[src/rtl/memfifo_data_emulator.sv]
// Memory-FIFO responder: after a start edge and a fill latency it serves two tagged 64-bit words per packet.
// Build option: define MEMFIFO_EMU_PARITY_EN to carry even parity over the whole word in bit 15.
module memfifo_data_emulator #(
  parameter int unsigned FILL_DELAY = 16,
  parameter logic [15:0] SIGNATURE  = 16'hCAFE
) (
  input  logic        clk,
  input  logic        rst_n,
  input  logic        start,
  input  logic [15:0] req_packet_no,
  input  logic [15:0] req_tag,
  input  logic        memfifo_re,
  output logic        memfifo_data_ready,
  output logic [15:0] packet_no,
  output logic [63:0] memfifo_data,
  output logic        memfifo_data_valid,
  output logic        memfifo_empty,
  output logic        underflow_err,
  output logic        done
);

  localparam int unsigned PKT_W  = 16;
  localparam int unsigned WCNT_W = PKT_W + 1;
  localparam int unsigned DLY_W  = 8;
  localparam int unsigned DATA_W = 64;

  typedef enum logic [1:0] {IDLE, FILL, READY, DONE} state_t;

  state_t              state, state_d;
  logic                start_q, start_qq;
  logic [DLY_W-1:0]    delay_cnt, delay_d;
  logic [WCNT_W-1:0]   word_cnt, word_d;
  logic [WCNT_W-1:0]   total_w, total_d;
  logic [PKT_W-1:0]    cap_count, cap_count_d;
  logic [PKT_W-1:0]    cap_tag, cap_tag_d;

  logic                ready_d;
  logic [PKT_W-1:0]    packet_no_d;
  logic [DATA_W-1:0]   data_d;
  logic                valid_d;
  logic                empty_d;
  logic                underflow_d;
  logic                done_d;

  logic                accept_c;
  logic                rd_ok_c;
  logic                last_rd_c;
  logic [WCNT_W-1:0]   word_inc_c;
  logic [DATA_W-1:0]   word_base_c;
  logic [DATA_W-1:0]   word_c;

  // Start is registered once and the rising edge detected on the registered copy.
  assign accept_c   = start_q && !start_qq && (state == IDLE);
  assign rd_ok_c    = memfifo_re && (state == READY) && (word_cnt != total_w);
  assign word_inc_c = word_cnt + WCNT_W'(1);
  assign last_rd_c  = (word_inc_c == total_w);

  assign word_base_c = {SIGNATURE, cap_tag, word_cnt[WCNT_W-1:1], 15'd0, word_cnt[0]};

`ifdef MEMFIFO_EMU_PARITY_EN
  // Bit 15 is zero in the base word, so a plain reduction gives the parity of the other 63 bits.
  assign word_c = {word_base_c[63:16], ^word_base_c, word_base_c[14:0]};
`else
  assign word_c = word_base_c;
`endif

  // Next-state and next-output logic.
  always_comb begin
    state_d     = state;
    delay_d     = delay_cnt;
    word_d      = word_cnt;
    total_d     = total_w;
    cap_count_d = cap_count;
    cap_tag_d   = cap_tag;
    ready_d     = memfifo_data_ready;
    packet_no_d = packet_no;
    data_d      = memfifo_data;
    valid_d     = 1'b0;
    empty_d     = memfifo_empty;
    underflow_d = underflow_err;
    done_d      = 1'b0;

    case (state)
      IDLE: begin
        if (accept_c) begin
          cap_count_d = req_packet_no;
          cap_tag_d   = req_tag;
          total_d     = {req_packet_no, 1'b0};
          word_d      = '0;
          delay_d     = '0;
          underflow_d = 1'b0;
          empty_d     = (req_packet_no == '0);
          state_d     = FILL;
        end
      end
      FILL: begin
        if (delay_cnt == DLY_W'(FILL_DELAY - 1)) begin
          state_d     = READY;
          ready_d     = 1'b1;
          packet_no_d = cap_count;
        end else begin
          delay_d = delay_cnt + DLY_W'(1);
        end
      end
      READY: begin
        if (total_w == '0) begin
          state_d     = DONE;
          ready_d     = 1'b0;
          packet_no_d = '0;
          empty_d     = 1'b1;
        end else if (rd_ok_c) begin
          valid_d = 1'b1;
          data_d  = word_c;
          word_d  = word_inc_c;
          if (last_rd_c) begin
            state_d     = DONE;
            ready_d     = 1'b0;
            packet_no_d = '0;
            empty_d     = 1'b1;
          end
        end
      end
      DONE: begin
        state_d = IDLE;
        done_d  = 1'b1;
      end
      default: state_d = IDLE;
    endcase

    // Any read that cannot be served latches the error until the next accepted start.
    if (memfifo_re && !rd_ok_c) begin
      underflow_d = 1'b1;
    end
  end

  // State, bookkeeping and output registers.
  always_ff @(posedge clk) begin
    if (!rst_n) begin
      state              <= IDLE;
      start_q            <= 1'b0;
      start_qq           <= 1'b0;
      delay_cnt          <= '0;
      word_cnt           <= '0;
      total_w            <= '0;
      cap_count          <= '0;
      cap_tag            <= '0;
      memfifo_data_ready <= 1'b0;
      packet_no          <= '0;
      memfifo_data       <= '0;
      memfifo_data_valid <= 1'b0;
      memfifo_empty      <= 1'b1;
      underflow_err      <= 1'b0;
      done               <= 1'b0;
    end else begin
      state              <= state_d;
      start_q            <= start;
      start_qq           <= start_q;
      delay_cnt          <= delay_d;
      word_cnt           <= word_d;
      total_w            <= total_d;
      cap_count          <= cap_count_d;
      cap_tag            <= cap_tag_d;
      memfifo_data_ready <= ready_d;
      packet_no          <= packet_no_d;
      memfifo_data       <= data_d;
      memfifo_data_valid <= valid_d;
      memfifo_empty      <= empty_d;
      underflow_err      <= underflow_d;
      done               <= done_d;
    end
  end

endmodule

[config.mk]
export PLATFORM = sky130hd
export DESIGN_NAME = memfifo_data_emulator
export DESIGN_NICKNAME = d
export VERILOG_FILES = /design/src/rtl/memfifo_data_emulator.sv
export SDC_FILE = /design/constraint.sdc
export NUM_CORES = 1
export LEC_CHECK = 0
export BUFFER_PORTS_ARGS = -buffer_cell sky130_fd_sc_hd__buf_4
export CAP_MARGIN = 20
export CELL_PAD_IN_SITES_DETAIL_PLACEMENT = 1
export CELL_PAD_IN_SITES_GLOBAL_PLACEMENT = 1
export CORE_ASPECT_RATIO = 1.4
export CORE_UTILIZATION = 30
export CTS_CLUSTER_SIZE = 10
export DETAILED_ROUTE_END_ITERATION = 12
export GPL_ROUTABILITY_DRIVEN = 0
export HOLD_SLACK_MARGIN = 0.02
export MAX_ROUTING_LAYER = met4
export PLACE_DENSITY = 0.69
export SKIP_LAST_GASP = 1
export SYNTH_ARGS = -nofsm -noshare
export SYNTH_HDL_FRONTEND = slang
export SYNTH_SLANG_ARGS = --single-unit
[constraint.sdc]
create_clock -name clk -period 3.1 [get_ports clk]
set_input_delay 0.155 -clock clk [delete_from_list [all_inputs] [get_ports clk]]
set_output_delay 0.155 -clock clk [all_outputs]
set_load 0.05 [all_outputs]
== Word level (Yosys, flattened, before mapping) ==
Cells that the tools add are included.

* Register bits: 116
* Input port bits: 36
* Output and inout port bits: 85
* Logic and storage cells: 89

* Equality and inequality tests: 13
* Mux-type cells: 33
* Bitwise operators: 3
* Add/sub/neg operators: 2
* Reduce and logical (&&, ||, !) cells: 24

{| class="wikitable"
|+ Operators by type and width
! cell !! number
|-
| $mux W16 || 4
|-
| $mux W17 || 3
|-
| $pmux W17 S2 || 1
|-
| $pmux W16 S2 || 1
|-
| $add A17 B1 Y17 const B || 1
|-
| $eq A17 B17 Y1 || 1
|-
| $logic_not A17 Y1 || 1
|-
| $ne A17 B17 Y1 || 1
|-
| $logic_not A16 Y1 || 1
|-
| $mux W8 || 2
|-
| $pmux W8 S2 || 1
|-
| $reduce_and A4 Y1 || 4
|-
| $mux W1 || 13
|-
| $mux W2 || 5
|-
| $ne A2 B2 Y1 const B || 5
|-
| $reduce_bool A2 Y1 || 5
|-
| $add A8 B1 Y8 const B || 1
|-
| $eq A8 B4 Y1 const B || 1
|-
| $pmux W2 S4 || 1
|-
| $ne A3 B2 Y1 const B || 2
|-
| $reduce_and A3 Y1 || 2
|-
| $logic_and A1 B1 Y1 || 5
|-
| $eq A2 B2 Y1 const B || 2
|-
| $pmux W1 S2 || 2
|-
| other kinds (6) || 10
|}

== Depth between registers and ports, before layout ==
* Depth after elaboration: 7
* Depth in mapped cells: 11
* Mapped depth without buffers: 8

== Least setup slack after synthesis ==
Ideal clock, no wire load.

* Path kind: reg2reg
* Start point: register word_cnt[1]
* End point: register packet_no[0]
* Cell stages (with the launch flop): 12
* Path buffers: 3
* Clock period less this slack: 2.424 ns
* Path slack: 0.676 ns
* Library setup time: 0.132 ns
* Arrival: 2.291 ns
* Data required time: 2.968 ns
* Path through: dfxtp_1 -> ha_1 -> buf_2 -> buf_2 -> nand4_1 -> nor4_1 -> xor2_1 -> a21oi_1 -> nand4_2 -> buf_6 -> o211ai_2 -> a21oi_1

* Longest elaborated chain between the ends: 4
* Elaborated cells between the ends (all ways): 7
* Those cells by class: 1 x add/sub; 4 x eq/ne; 2 x reduce/logical

{| class="wikitable"
|+ RTL lines
! element !! RTL line !! RTL
|-
| start: declaration || 32 || <nowiki>logic [WCNT_W-1:0] word_cnt, word_d;</nowiki>
|-
| start signal: assignment || 159 || <nowiki>word_cnt <= word_d;</nowiki>
|-
| $add A17 B1 Y17 / $ne A17 B17 Y1 (equally long branches) || 55, 54 ||
|-
| $eq A17 B17 Y1 / $logic_and A1 B1 Y1 (equally long branches) || 56, 54 ||
|-
| $ne A3 B2 Y1 (no source line) || -- ||
|-
| $reduce_and A4 Y1 (no source line) * || -- ||
|-
| end signal: assignment || 164 || <nowiki>packet_no <= packet_no_d;</nowiki>
|-
| end: declaration || 14 || <nowiki>output logic [15:0] packet_no,</nowiki>
|}

Mark *: on every way between the ends. The rest lies on a longest branch, timed or not.
A chain may end at the register's enable or synchronous reset.

== Worst setup path after layout ==
* Start point: register word_cnt[0]
* End point: register state[1]

* Longest elaborated chain between the ends: 4
* Elaborated cells between the ends (all ways): 7
* Those cells by class: 1 x add/sub; 4 x eq/ne; 2 x reduce/logical

{| class="wikitable"
|+ RTL lines
! element !! RTL line !! RTL
|-
| $add A17 B1 Y17 / $ne A17 B17 Y1 (equally long branches) || 55, 54 ||
|-
| $eq A17 B17 Y1 / $logic_and A1 B1 Y1 (equally long branches) || 56, 54 ||
|-
| $ne A3 B2 Y1 (no source line) || -- ||
|-
| $reduce_and A4 Y1 (no source line) * || -- ||
|-
| end signal: assignment || 155 || <nowiki>state <= state_d;</nowiki>
|-
| end: declaration || 29 || <nowiki>state_t state, state_d;</nowiki>
|}

Marked as above.

==> results.md <==
- The sum of net half-perimeters after detailed placement is 12.3 mm.
- In this run the top signal layer used is met4.
- At the pin with the least slew margin, the transition time is 0.928 ns.
- After detailed routing, the average wire length per cell comes to 17.0 um.
- The number of iterations in the first detailed-routing pass is 4.
- The remaining antenna violation count after routing is 0.
- TritonCTS built the clock tree.
- For the worst setup path, the data required time is 3.40 ns.
- OpenSTA, run right after detailed placement, puts the worst setup slack at 0.417 ns.
- Setup repair after global routing left no endpoint under its margin.
- The die covers around 0.019 mm^2.
- The number of distinct library cell variants in the gate-level netlist after synthesis is 63.
- The power per standard cell area is approximately 610 mW/mm^2.
- The final core utilization is 0.400.
- STA classifies the critical path endpoint as a register.
- Counting along the longest clock path gives a buffer depth of 2.
- Of the synthesized area, sequential elements account for 0.410.
- The cell count after placement is 973.
- The met2 layer wire length in the routed design is 9.13 mm.
- The width of the die is 118 um.
- For this configuration, the core starts out at a cell density of 0.306.
- Once layout is complete, the cells apart from fillers number approximately 1,000.
- Timing would allow up to 0.363 GHz.
- The total clock buffers created by CTS is 17.
- The proportion of netlist area held by the largest area contributor is 0.410.
- The total count of max-transition violations in the final report came to 0.
- The area of all placed cells without fillers is 0.00741 mm^2.
- The final critical-path share of the clock period is 0.888.
- After the first detailed-routing iteration, the DRC count stood at 225.
- Synthesis inferred 116 register bits.
- Entering global routing, the biggest net connects between 50 and 60 pins.
- The wire length on met3 is 626 um.
- The number of standard-cell rows in the floorplan is just under 60.
- In the post-synthesis netlist, the biggest area contributors are sky130_fd_sc_hd__dfxtp_1 (41%), sky130_fd_sc_hd__a21oi_1 (6.4%), sky130_fd_sc_hd__mux2i_1 (6.0%).
- The cell at the root of the clock tree is sky130_fd_sc_hd__clkbuf_16.
- In the final layout, the share of cells above drive strength 1 is 0.224.
- The wire length of the first global-routing pass is 28.0 mm.
- The final clock skew is 0.00872 ns.
- The count of warnings emitted by yosys is 0.
- Summed over all instances, the cell type with the most area after synthesis is sky130_fd_sc_hd__dfxtp_1.
- After clock tree synthesis, the clock-pin slew on the worst setup and hold paths is 0.05 ns.
- The detailed-route wire length is between 15 and 20 mm.
- The final-stage net count is 821.
- Post-CTS repair changed the size of 0 cells.
- The number of hold violations in the final report came to 0.
- The via count of the first global-routing pass came to 5,413.
- For the worst-skew pair, the clock arrives at the later sink with an insertion delay of around 0.42 ns.
- The I/O pin total is 121.
- The repair_antennas step left the layout with diodes totalling 0.
- The accumulated negative setup slack is 0 ns.
- Among all flip-flop cells after synthesis, the most frequent one is sky130_fd_sc_hd__dfxtp_1.
- The arrival time reported for the critical path endpoint is a little over 3 ns.
- After layout, the minimum clock period comes to 2.75 ns.
- The number of enable flip-flop cells after synthesis is 0.
- After detailed routing, the number of remaining DRC violations is 0.
- The area added between synthesis and finish is 30.6%.
- The synthesized netlist cell count is 665.
- After synthesis, the most frequently instantiated cells are sky130_fd_sc_hd__dfxtp_1 (116), sky130_fd_sc_hd__nand2_1 (78), sky130_fd_sc_hd__a21oi_1 (73), sky130_fd_sc_hd__nor2_1 (53), sky130_fd_sc_hd__nand3_1 (37).
- The number of setup violations in the final report is 0.
- Summed over all layers, the global routing overflow is 0.
- The design draws 4.53 mW.
- The setup slack of the critical path after layout is 0.347 ns.
- The peak fanout along the critical path is 19.
- The class of the most critical hold timing path is input pin to register.
- The via-per-instance ratio is 5.02.
- The run finished with clean final reports.
- The total leakage power is ~2.9 nW.
- The routed layout has 5,198 vias.
- The detailed-routing wirelength on met1 is 7.23 mm.
- The number of antenna violations at the first check in global routing is 0.
- Averaged over all synthesized cells, the footprint is 8.53 um^2.
- The floorplan step defined a core boundary enclosing 0.0185 mm^2.
- The most instantiated library cell after synthesis is sky130_fd_sc_hd__dfxtp_1.
- The worst supply voltage drop on vdd is 393 uV.
- The summed instance area of the synthesized netlist is 0.00567 mm^2.
- The number of port buffers is 100.
- The start-to-end type of the worst setup path is register to register.
- The placed instances occupy a cell area of 0.00652 mm^2.
- The layout has 2,200 filler cells.
- The type of element launching the critical path is a register.
- The worst slew slack as a fraction of its limit is 0.380.
- The worst hold slack is approximately 0.033 ns.
- The number of maximum-capacitance constraint violations is 0.
- The share of synthesized flip-flops with an asynchronous set or reset is 0.
- The floorplan die height is 165 um.
- The number of levels in the clock H-tree is 4.
- The combined global-route utilization of all metal layers is 0.191.
- The clock drives 116 sinks.
## where the power goes
group	internal [mW]	switching, mW	leakage [nW]
Combinational	0.326	0.641	1.64
Sequential	1.56	0.0758	0.938
Clock	1.24	0.682	0.275
## worst max-delay path, stage by stage (launching register included)
cell                       delay, ns
sky130_fd_sc_hd__dfxtp_1        0.50
sky130_fd_sc_hd__ha_1           0.43
sky130_fd_sc_hd__inv_1          0.18
sky130_fd_sc_hd__nor2_2         0.32
sky130_fd_sc_hd__and4_1         0.24
sky130_fd_sc_hd__o21ai_1        0.06
sky130_fd_sc_hd__a2111o_1       0.34
sky130_fd_sc_hd__buf_4          0.22
sky130_fd_sc_hd__o22a_1         0.22
sky130_fd_sc_hd__mux2i_1        0.12
## final timing paths
path	start	endpoint	slack [ns]	cells past startpoint
setup / recovery	word_cnt[0]	state[1]	0.35	9
setup reg to reg	word_cnt[0]	state[1]	0.35	9
hold / removal	memfifo_re	underflow_err	0.03	3
hold reg to reg	cap_tag[3]	cap_tag[3]	0.45	2
## cell usage in the layout (no fill, tap or decap), types with 3 or more instances in the layout
master | Yosys | final
sky130_fd_sc_hd__nand2b_1 | 3 | 3
sky130_fd_sc_hd__or3_1 | 15 | 15
sky130_fd_sc_hd__and4_1 | 3 | 3
sky130_fd_sc_hd__nand3b_1 | 3 | 3
sky130_fd_sc_hd__xnor2_1 | 11 | 11
sky130_fd_sc_hd__nand3_1 | 37 | 37
sky130_fd_sc_hd__dfxtp_1 | 116 | 116
sky130_fd_sc_hd__o21a_1 | 3 | 3
sky130_fd_sc_hd__o21ai_1 | 4 | 4
sky130_fd_sc_hd__a21oi_1 | 73 | 73
sky130_fd_sc_hd__buf_4 | 33 | 119
sky130_fd_sc_hd__xor2_1 | 20 | 20
sky130_fd_sc_hd__clkbuf_16 | 0 | 17
sky130_fd_sc_hd__a21o_1 | 3 | 3
sky130_fd_sc_hd__and2_1 | 8 | 8
sky130_fd_sc_hd__nor2_1 | 53 | 53
sky130_fd_sc_hd__nand4_1 | 9 | 9
sky130_fd_sc_hd__clkbuf_1 | 25 | 3
sky130_fd_sc_hd__o21ai_0 | 21 | 21
sky130_fd_sc_hd__inv_1 | 10 | 10
sky130_fd_sc_hd__o211ai_1 | 10 | 10
sky130_fd_sc_hd__nor3_1 | 3 | 3
sky130_fd_sc_hd__mux2i_1 | 34 | 34
sky130_fd_sc_hd__clkbuf_8 | 0 | 3
sky130_fd_sc_hd__conb_1 | 1 | 20
sky130_fd_sc_hd__dlygate4sd3_1 | 0 | 31
sky130_fd_sc_hd__ha_1 | 6 | 6
sky130_fd_sc_hd__o211ai_2 | 10 | 10
sky130_fd_sc_hd__a31oi_1 | 3 | 3
sky130_fd_sc_hd__nand2_1 | 78 | 78
sky130_fd_sc_hd__nand4_2 | 3 | 3
sky130_fd_sc_hd__clkinvlp_4 | 0 | 3
sky130_fd_sc_hd__nor4_1 | 13 | 13
## cell type report
class	count	area [um^2]	area share
Multi-Input combinational cell	481	2910	0.393
Sequential cell	116	2320	0.314
Timing Repair Buffer	152	1240	0.168
Clock buffer	23	478	0.0645
Tap cell	244	305	0.0412
Clock inverter	8	101	0.0137
Inverter	11	41.3	0.00558
## repair_timing
| item | in CTS | in global routing |
|---|---|---|
| endpoints found under the setup margin | 0 | 0 |
| hold buffers | 31 | 0 |
| buffers inserted | 0 | 0 |
| endpoints found under the hold margin | 31 | 0 |
## layer usage
metal | global-route usage | vias to the layer above
li1 | - | 2508
met1 | 0.200 | 2509
met2 | 0.343 | 139
met3 | 0.0411 | 42
met4 | 0.0909 | 0
met5 | - | -
## cells by family after synthesis
group / count (synthesis) / synth area share
AO/OA/AOI/OAI: 149 / 0.169
XOR/XNOR: 31 / 0.0479
adder cells (fa/ha/maj): 6 / 0.0132
buffers and inverters: 87 / 0.0898
flip-flops: 116 / 0.410
multiplexers: 35 / 0.0620
other: 1 / 0.000661
AND/OR/NAND/NOR: 240 / 0.208
## sequential cells by signal, indices dropped and copies added (netlist names)
signal / cells
start_qq: 1
start_q: 1
memfifo_data_ready: 1
cap_tag: 16
memfifo_data: 34
cap_count: 16
delay_cnt: 8
memfifo_empty: 1
state: 2
done: 1
underflow_err: 1
memfifo_data_valid: 1
packet_no: 16
word_cnt: 17
Note: power is estimated with default switching activity, not from simulation.
